File: config.mk
export PLATFORM = sky130hd
export DESIGN_NAME = dds_gen
export DESIGN_NICKNAME = d
export VERILOG_FILES = /design/src/rtl/dds_gen.sv
export SDC_FILE = /design/constraint.sdc
export NUM_CORES = 1
export LEC_CHECK = 0
export CELL_PAD_IN_SITES_DETAIL_PLACEMENT = 0
export CELL_PAD_IN_SITES_GLOBAL_PLACEMENT = 1
export CORE_AREA = 2 2 114 116
export CTS_BUF_LIST = sky130_fd_sc_hd__clkbuf_16
export DETAILED_ROUTE_END_ITERATION = 10
export DIE_AREA = 0 0 116 118
export GPL_TIMING_DRIVEN = 0
export HOLD_SLACK_MARGIN = 0.1
export PLACE_DENSITY = 0.76
export SLEW_MARGIN = 15
export SYNTH_ARGS = -nofsm -noshare
export SYNTH_HDL_FRONTEND = slang
export SYNTH_SLANG_ARGS = --single-unit
File: constraint.sdc
create_clock -name clk -period 2.8 [get_ports clk]
set_input_delay 0.7 -clock clk [delete_from_list [all_inputs] [get_ports clk]]
set_output_delay 0.7 -clock clk [all_outputs]
set_load 0.02 [all_outputs]
File: src/rtl/dds_gen.sv
// dds_gen: multi-waveform direct digital synthesis generator.
// A wide phase accumulator drives sine/triangle/sawtooth/square mapping through
// a two-stage output pipeline (offset phase, then waveform sample). A new tuning
// word is only adopted on a phase wrap, so a running tone never changes
// frequency mid-period.
module dds_gen #(
    parameter int phase_width    = 16,
    parameter int data_width     = 8,
    parameter int lut_addr_width = 8
) (
    input  logic                   clk,
    input  logic                   rst,
    input  logic                   en,
    input  logic [1:0]             control,
    input  logic [phase_width-1:0] phase_incr,
    input  logic                   incr_load,
    input  logic [phase_width-1:0] phase_offset,
    output logic [phase_width-1:0] phase_out,
    output logic [data_width-1:0]  signal_out,
    output logic                   signal_valid,
    output logic                   wrap
);

    localparam int IdxWidth    = lut_addr_width - 2;
    localparam int QuarterSize = 2 ** IdxWidth;

    localparam logic [data_width-1:0] Midscale    = {1'b1, {(data_width-1){1'b0}}};
    localparam logic [data_width-1:0] MidMinusOne = {1'b0, {(data_width-1){1'b1}}};

    typedef enum logic [1:0] {
        WaveSquare   = 2'd0,
        WaveSawtooth = 2'd1,
        WaveTriangle = 2'd2,
        WaveSine     = 2'd3
    } wave_e;

    // Quarter-wave sine entry: round(amp * sin(pi/2 * (k+0.5)/N)), evaluated with a
    // 2^30 fixed-point Taylor series so the table is built purely at elaboration.
    function automatic logic [data_width-2:0] sineEntry(input int k);
        longint x;
        longint term;
        longint sum;
        longint amp;
        longint scaled;
        x    = (64'sd3373259426 * longint'(2 * k + 1)) / longint'(4 * QuarterSize);
        term = x;
        sum  = x;
        for (int n = 1; n <= 10; n++) begin
            term = -(((term * x) >>> 30) * x >>> 30) / longint'((2 * n) * (2 * n + 1));
            sum  = sum + term;
        end
        amp    = longint'(2 ** (data_width - 1) - 1);
        scaled = (amp * sum + (64'sd1 <<< 29)) >>> 30;
        return scaled[data_width-2:0];
    endfunction

    logic [data_width-2:0] sineRom [QuarterSize];

    for (genvar k = 0; k < QuarterSize; k++) begin : g_rom
        localparam logic [data_width-2:0] Entry = sineEntry(k);
        assign sineRom[k] = Entry;
    end

    logic [phase_width-1:0] acc_q, acc_d;
    logic [phase_width-1:0] incrActive_q, incrActive_d;
    logic [phase_width-1:0] incrPending_q, incrPending_d;
    logic [phase_width-1:0] p_q, p_d;
    logic [data_width-1:0]  signalOut_q, signalOut_d;
    logic                   wrap_q, wrap_d;
    logic [1:0]             valid_q, valid_d;

    logic [phase_width:0]    accSum;
    logic                    carry;
    logic [lut_addr_width-1:0] sineT;
    logic [1:0]              sineQuad;
    logic [IdxWidth-1:0]     sineIdx;
    logic [IdxWidth-1:0]     sineAddr;
    logic [data_width-2:0]   sineMag;
    logic [data_width-1:0]   triBits;
    wave_e                   waveSel;
    logic                    unusedPhaseBits;

    assign accSum = {1'b0, acc_q} + {1'b0, incrActive_q};
    assign carry  = en & accSum[phase_width];
    assign waveSel = wave_e'(control);
    assign unusedPhaseBits = ^p_q;

    // Accumulator advance, wrap detection and glitch-free adoption of tuning words.
    always_comb begin
        acc_d         = acc_q;
        incrActive_d  = incrActive_q;
        incrPending_d = incrPending_q;
        wrap_d        = carry;
        if (en) begin
            acc_d = accSum[phase_width-1:0];
        end
        if (incr_load) begin
            incrPending_d = phase_incr;
        end
        if (incr_load && (!en || carry)) begin
            incrActive_d = phase_incr;
        end else if (carry) begin
            incrActive_d = incrPending_q;
        end
        p_d     = acc_q + phase_offset;
        valid_d = {valid_q[0], en};
    end

    // Waveform mapping of the offset phase into an offset-binary sample.
    always_comb begin
        sineT    = p_q[phase_width-1 -: lut_addr_width];
        sineQuad = sineT[lut_addr_width-1 -: 2];
        sineIdx  = sineT[IdxWidth-1:0];
        sineAddr = sineQuad[0] ? ~sineIdx : sineIdx;
        sineMag  = sineRom[sineAddr];
        triBits  = p_q[phase_width-2 -: data_width];
        signalOut_d = '0;
        case (waveSel)
            WaveSquare:   signalOut_d = p_q[phase_width-1] ? '0 : '1;
            WaveSawtooth: signalOut_d = p_q[phase_width-1 -: data_width];
            WaveTriangle: signalOut_d = p_q[phase_width-1] ? ~triBits : triBits;
            WaveSine:     signalOut_d = sineQuad[1] ? (MidMinusOne - {1'b0, sineMag})
                                                    : (Midscale + {1'b0, sineMag});
            default:      signalOut_d = '0;
        endcase
    end

    // State registers; reset clears everything, including a same-cycle load.
    always_ff @(posedge clk) begin
        if (rst) begin
            acc_q         <= '0;
            incrActive_q  <= '0;
            incrPending_q <= '0;
            p_q           <= '0;
            signalOut_q   <= '0;
            wrap_q        <= 1'b0;
            valid_q       <= '0;
        end else begin
            acc_q         <= acc_d;
            incrActive_q  <= incrActive_d;
            incrPending_q <= incrPending_d;
            p_q           <= p_d;
            signalOut_q   <= signalOut_d;
            wrap_q        <= wrap_d;
            valid_q       <= valid_d;
        end
    end

    assign phase_out    = acc_q;
    assign signal_out   = signalOut_q;
    assign signal_valid = valid_q[1];
    assign wrap         = wrap_q;

endmodule

==> out/results.ini, run 1 <==
[status]
status = completed

[detailed_routing]
initialDrtViolationCount = 388
drc = 0
drt-total-wl_um = 15500
via_per_inst = 5.68
dr_total_vias = 5052
post_drt_wl_per_cell_um = 17.4
first_pass_iters = 5
detail-route-antenna-nets = 0

[logic_synthesis]
synth_top_area_share_pct = 27.8
ys_top_cells_by_area = dfxtp_1 28%, ha_1 7.7%, a21oi_1 7.4%
synth_ff_type = dfxtp_1
synth.net_count = 705
synth-seq-area-share_pct = 27.8
ys_ff_latch = 68
synth_edf_count = 0
synth_area_leader_cell = dfxtp_1
netlist_area_um2 = 4900
async_flop_share_pct = 0
yosys_warnings = 0
ys_types = 66
synthCells = 636
post_synth.cell_area_avg_um2 = 7.70

[power_and_ir_drop]
p_comb_share_pct = 31.1
switchingPower_mw = 1.08
ir_drop_uv = 350
total_power_mw = 3.32
internal-power_mw = 2.24
pwr-share-seq_pct = 33.2
swShare_pct = 32.6
leakage_nw = 2.48
clkPwrFrac_pct = 35.7
p_per_area_nw_per_um2 = 541

[placed_design]
dpl_cell_area_um2 = 5730
place_inst = 870
place_congestion = 0.918
post-place-ws_ns = -0.546
io_buffers = 62
hpwl_um = 11900

[setup_path]
end_kind = flip-flop
crit_arrival_ns = 3.00
path_depth = 9
slowest_delay_ns = 0.41
rr_worst_depth = 9
required_ns = 3.08
cp_max_fo = 3
cp_common_cell = a31oi_2
crit_chain = clkdlybuf4s50_1, ha_1, a31oi_2, a2111oi_4, o2111ai_2, a31oi_2, nand3_1, nor4b_2, a311o_1
cp_num_buf_inv = 1
slowest_stage = a2111oi_4
path_class = in -> reg
crit_family = compound AO/OA/AOI/OAI gates
critPathLaunchType = input port

[timing]
setup_viol = 0
min_period_ns = 2.72
fmax_ghz = 0.367
fin_ws_ns = 0.0786
period_share_pct = 97.2
finalHoldViolCount = 0
setup_tns_ns = 0
slew_viol_final = 0
timing.hold.ws_ns = 0.437
skew_ns = 0.00612
slew_headroom_pct = 54.2
grt_setup_unrepaired = true
tightest_slew_ns = 0.687

[grt]
grt_use_met1_pct = 26.5
antenna_found_initial = 0
grt_overflow = 0
grt_max_degree = 12
use_met2_pct = 40.9
grt_pass1_vias = 4906
grt_pass1_wl_um = 25000
grt_busiest_layer = met2
track_usage_pct = 23.0
grt_util_met3_pct = 4.27

[floorplan]
die_h_um = 118
num_rows = 41
die_width_um = 116
io_pins = 64
placeableCoreArea_um2 = 12400
die_area_um2 = 13700
start_util_pct = 39.4

[final_layout]
final_cell_mix = 72 x nor2_1, 70 x a21oi_1, 68 x dfxtp_1
layout_commonest_cell = nor2_1
fin_area_um2 = 6140
utilization_pct = 49.5
fin_cells = 889
area_growth_pct = 25.4
diodes = 0
nNetsFinal = 782
drive_above_1_share_pct = 7.67

[clock_tree]
cts_tree = yes
cts-root-buf = clkbuf_16
cts.sinks = 68
cts_made_buffers = 9
clockBufferDepth = 2
clkLatencyLatePin_ns = 0.33
htree_levels = 3
cts.clk_slew.worst_paths_ns = 0.06

[run]
maxCapViolCount = 0

[worst_hold_path]
hp-class = reg -> reg
hold_path_depth = 1

## routing by layer
layer	vias up	wire, um
met2	146	8030
met4	0	500
met5	-	0
met1	2348	6290
met3	37	635
li1	2521	-
## repair_timing
item                                    4_1_cts  5_1_grt
hold buffers                                  0        0
pin swaps                                     0        3
setup buffers                                 0        4
endpoints found under the setup margin       17       22
cloned                                        0        0
gates resized for setup                       4       15
## path summary, 6_finish.rpt
kind                   start                to  slack [ns]
max          phase_offset[1]           p_q[15]        0.08
min               valid_q[0]        valid_q[1]        0.44
max reg2reg     phase_out[0]  incrActive_q[13]        0.13
min reg2reg       valid_q[0]        valid_q[1]        0.44
## logic make-up (layout without fill, tap and decap cells)
group | Yosys count | in the layout | share of synthesized area [%]
buffers and inverters | 60 | 141 | 5.32
multiplexers | 16 | 16 | 3.35
AND/OR/NAND/NOR | 208 | 208 | 20.2
flip-flops | 68 | 68 | 27.8
AO/OA/AOI/OAI | 225 | 225 | 30.3
adder cells (fa/ha/maj) | 31 | 31 | 8.08
XOR/XNOR | 28 | 28 | 5.01
## Yosys cell counts (3+ instances only)
cell / instances
ha_1: 30
mux2i_1: 13
nand2b_1: 22
o21ai_0: 28
nor3_1: 12
o211ai_1: 7
a211oi_1: 18
nand2_1: 50
buf_2: 16
nor2b_1: 16
nand3_1: 10
xnor2_1: 11
o221ai_1: 4
o31ai_1: 5
dfxtp_1: 68
clkbuf_1: 17
and3_1: 9
inv_1: 14
a22oi_1: 6
a221o_1: 8
nand3b_1: 4
a221oi_1: 3
xor2_1: 17
a21o_1: 6
o21bai_1: 4
a211o_1: 4
o22ai_1: 24
a31oi_1: 9
buf_1: 7
o311ai_0: 3
a21oi_1: 72
nor2_1: 72
## state kept, by name (all words and copies together), names as in the netlist
signal,flops
phase_out,16
p_q,9
incrActive_q,16
wrap,1
incrPending_q,16
valid_q,2
signal_out,8
## power by group through the flow
stage	logic (mW)	clock network, mW	registers [mW]
after floorplan	0.642	0	1.14
after global placement	0.999	0	1.12
after detailed placement	0.999	0	1.12
after CTS	1.01	1.22	1.10
after global routing	1.13	1.25	1.11
final	1.03	1.18	1.10
## layout make-up
cell class / instances / area, um2
multi-input cells: 508 / 3330
well taps: 172 / 215
flip-flops and latches: 68 / 1360
clock inverters: 6 / 81.3
clock buffers: 9 / 225
fillers: 1290 / 6270
plain buffers: 43 / 209
repair buffers: 66 / 651
inverters: 17 / 63.8
Note: power is estimated with default switching activity, not from simulation.
==> inputs of run 2 (changes only) <==
--- a/config.mk
+++ b/config.mk
@@ -14,6 +14,7 @@
 export GPL_TIMING_DRIVEN = 0
 export HOLD_SLACK_MARGIN = 0.1
 export PLACE_DENSITY = 0.76
+export SETUP_SLACK_MARGIN = 0.1
 export SLEW_MARGIN = 15
 export SYNTH_ARGS = -nofsm -noshare
 export SYNTH_HDL_FRONTEND = slang
==> run 2 against run 1 <==
  * Worst hold slack improved by 0.0013 ns
  * Combinational power barely moved
  * Clock skew rose by 0.0027 ns
  * Largest cell class unchanged
  * Highest routed layer unchanged
  * Sequential share of layout area fell by 0.074 points
  * Cell area rose by 0.43%
==> out/results.ini, run 2 (synthesis results as in run 1) <==
[status]
status = completed

[run]
maxCapViolCount = 0

[floorplan]
num_rows = 41
placeableCoreArea_um2 = 12400
die_h_um = 118
die_width_um = 116
io_pins = 64
start_util_pct = 39.4
die_area_um2 = 13700

[timing]
tightest_slew_ns = 0.661
slew_viol_final = 0
setup_viol = 0
finalHoldViolCount = 0
setup_tns_ns = 0
slew_headroom_pct = 55.9
skew_ns = 0.00879
grt_setup_unrepaired = true
period_share_pct = 96.4
timing.hold.ws_ns = 0.438
min_period_ns = 2.70
fmax_ghz = 0.371

[detailed_routing]
via_per_inst = 5.65
detail-route-antenna-nets = 0
drc = 0
first_pass_iters = 5
initialDrtViolationCount = 313
drt-total-wl_um = 15400
post_drt_wl_per_cell_um = 17.4
dr_total_vias = 5008

[power_and_ir_drop]
pwr-share-seq_pct = 33.2
internal-power_mw = 2.24
leakage_nw = 2.48
clkPwrFrac_pct = 35.6
p_comb_share_pct = 31.2
p_per_area_nw_per_um2 = 539
ir_drop_uv = 351
switchingPower_mw = 1.08
total_power_mw = 3.33
swShare_pct = 32.5

[setup_path]
cp_max_fo = 2
crit_family = compound AO/OA/AOI/OAI gates
r2r_end = signal_out[1]
rr_startpoint = p_q[9]
crit_start = phase_offset[1]
cp_num_buf_inv = 1
reg2reg_slack_ns = 0.24
path_class = in -> reg
crit_chain = clkdlybuf4s50_1, ha_1, a31oi_2, a2111oi_4, o2111ai_2, a31oi_2, nand3_1, nor4b_2, a311o_1
slowest_delay_ns = 0.41
slowest_stage = a2111oi_4
required_ns = 3.08
critPathLaunchType = input port
rr_worst_depth = 8
cp_common_cell = a31oi_2
path_depth = 9
crit_arrival_ns = 2.97
end_kind = flip-flop
endpoint = p_q[15]

[placed_design]
place_inst = 870
io_buffers = 62
hpwl_um = 11900
place_congestion = 0.918

[clock_tree]
cts.clk_slew.worst_paths_ns = 0.06
clkLatencyLatePin_ns = 0.33
cts-root-buf = clkbuf_16
cts_tree = yes
cts.sinks = 68
cts_made_buffers = 9
htree_levels = 3
clockBufferDepth = 2

[grt]
track_usage_pct = 23.0
antenna_found_initial = 0
grt_max_degree = 12
grt_pass1_vias = 4914
grt_overflow = 0
grt_pass1_wl_um = 25000

[final_layout]
multiInputGateArea_um2 = 3370
diodes = 0
fill_cells = 1278
layout_commonest_cell = nor2_1
area_growth_pct = 25.9
drive_above_1_share_pct = 8.67
regArea_um2 = 1360
final_cell_mix = 72 x nor2_1, 69 x a21oi_1, 67 x dfxtp_1
utilization_pct = 49.7
fin_cells = 887
nNetsFinal = 780

[worst_hold_path]
hp-class = reg -> reg

## run 2: how the worst min path moves through the flow
stage               start          to  slack (ns)  cells past startpoint
2_1_floorplan  valid_q[0]  valid_q[1]        0.41                      1
4_1_cts        valid_q[0]  valid_q[1]        0.44                      1
3_3_place_gp   valid_q[0]  valid_q[1]        0.42                      1
6_report       valid_q[0]  valid_q[1]        0.44                      1
3_5_place_dp   valid_q[0]  valid_q[1]        0.43                      1
5_1_grt        valid_q[0]  valid_q[1]        0.45                      1
## run 2: timing repair
action                                 4_1_cts  5_1_grt
gates cloned                                 0        0
pin swaps                                    3        3
setup buffers                                1        2
endpoints found under the hold margin        0        0
hold buffers                                 0        0
resized for setup                            8       23
setup endpoints to repair                   20       39
## run 2: layout make-up
class,count,area share [%]
Sequential cell,68,22.1
Buffer,42,3.37
Clock buffer,9,3.65
Multi-Input combinational cell,508,54.6
Clock inverter,6,1.32
Tap cell,172,3.49
Timing Repair Buffer,65,10.4
Inverter,17,1.03
## run 2: stage by stage
step | cell area, um2 | setup WS, ns
after floorplan | 4900 | 0.275
after CTS | 6080 | 0.103
after detailed placement | 5730 | -0.546
after global routing | 6170 | 0.0361
after global placement | 5730 | -0.488
final | 6170 | 0.102
## run 2: power groups by stage
stage	clock network, mW	registers (mW)	logic [mW]
2_1_floorplan	0	1.14	0.642
3_3_place_gp	0	1.12	0.999
3_5_place_dp	0	1.12	0.999
4_1_cts	1.22	1.10	1.01
5_1_grt	1.25	1.11	1.13
6_report	1.18	1.10	1.04
## run 2: per-layer routing
| metal | share of wire, % | vias to the layer above | GRT usage, % |
|---|---|---|---|
| met3 | 3.2 | 35 | 4.27 |
| met2 | 52 | 122 | 41.0 |
| met4 | 3.3 | 0 | 9.67 |
| li1 | - | 2505 | - |
| met1 | 41 | 2346 | 26.6 |
| met5 | 0 | - | 0 |
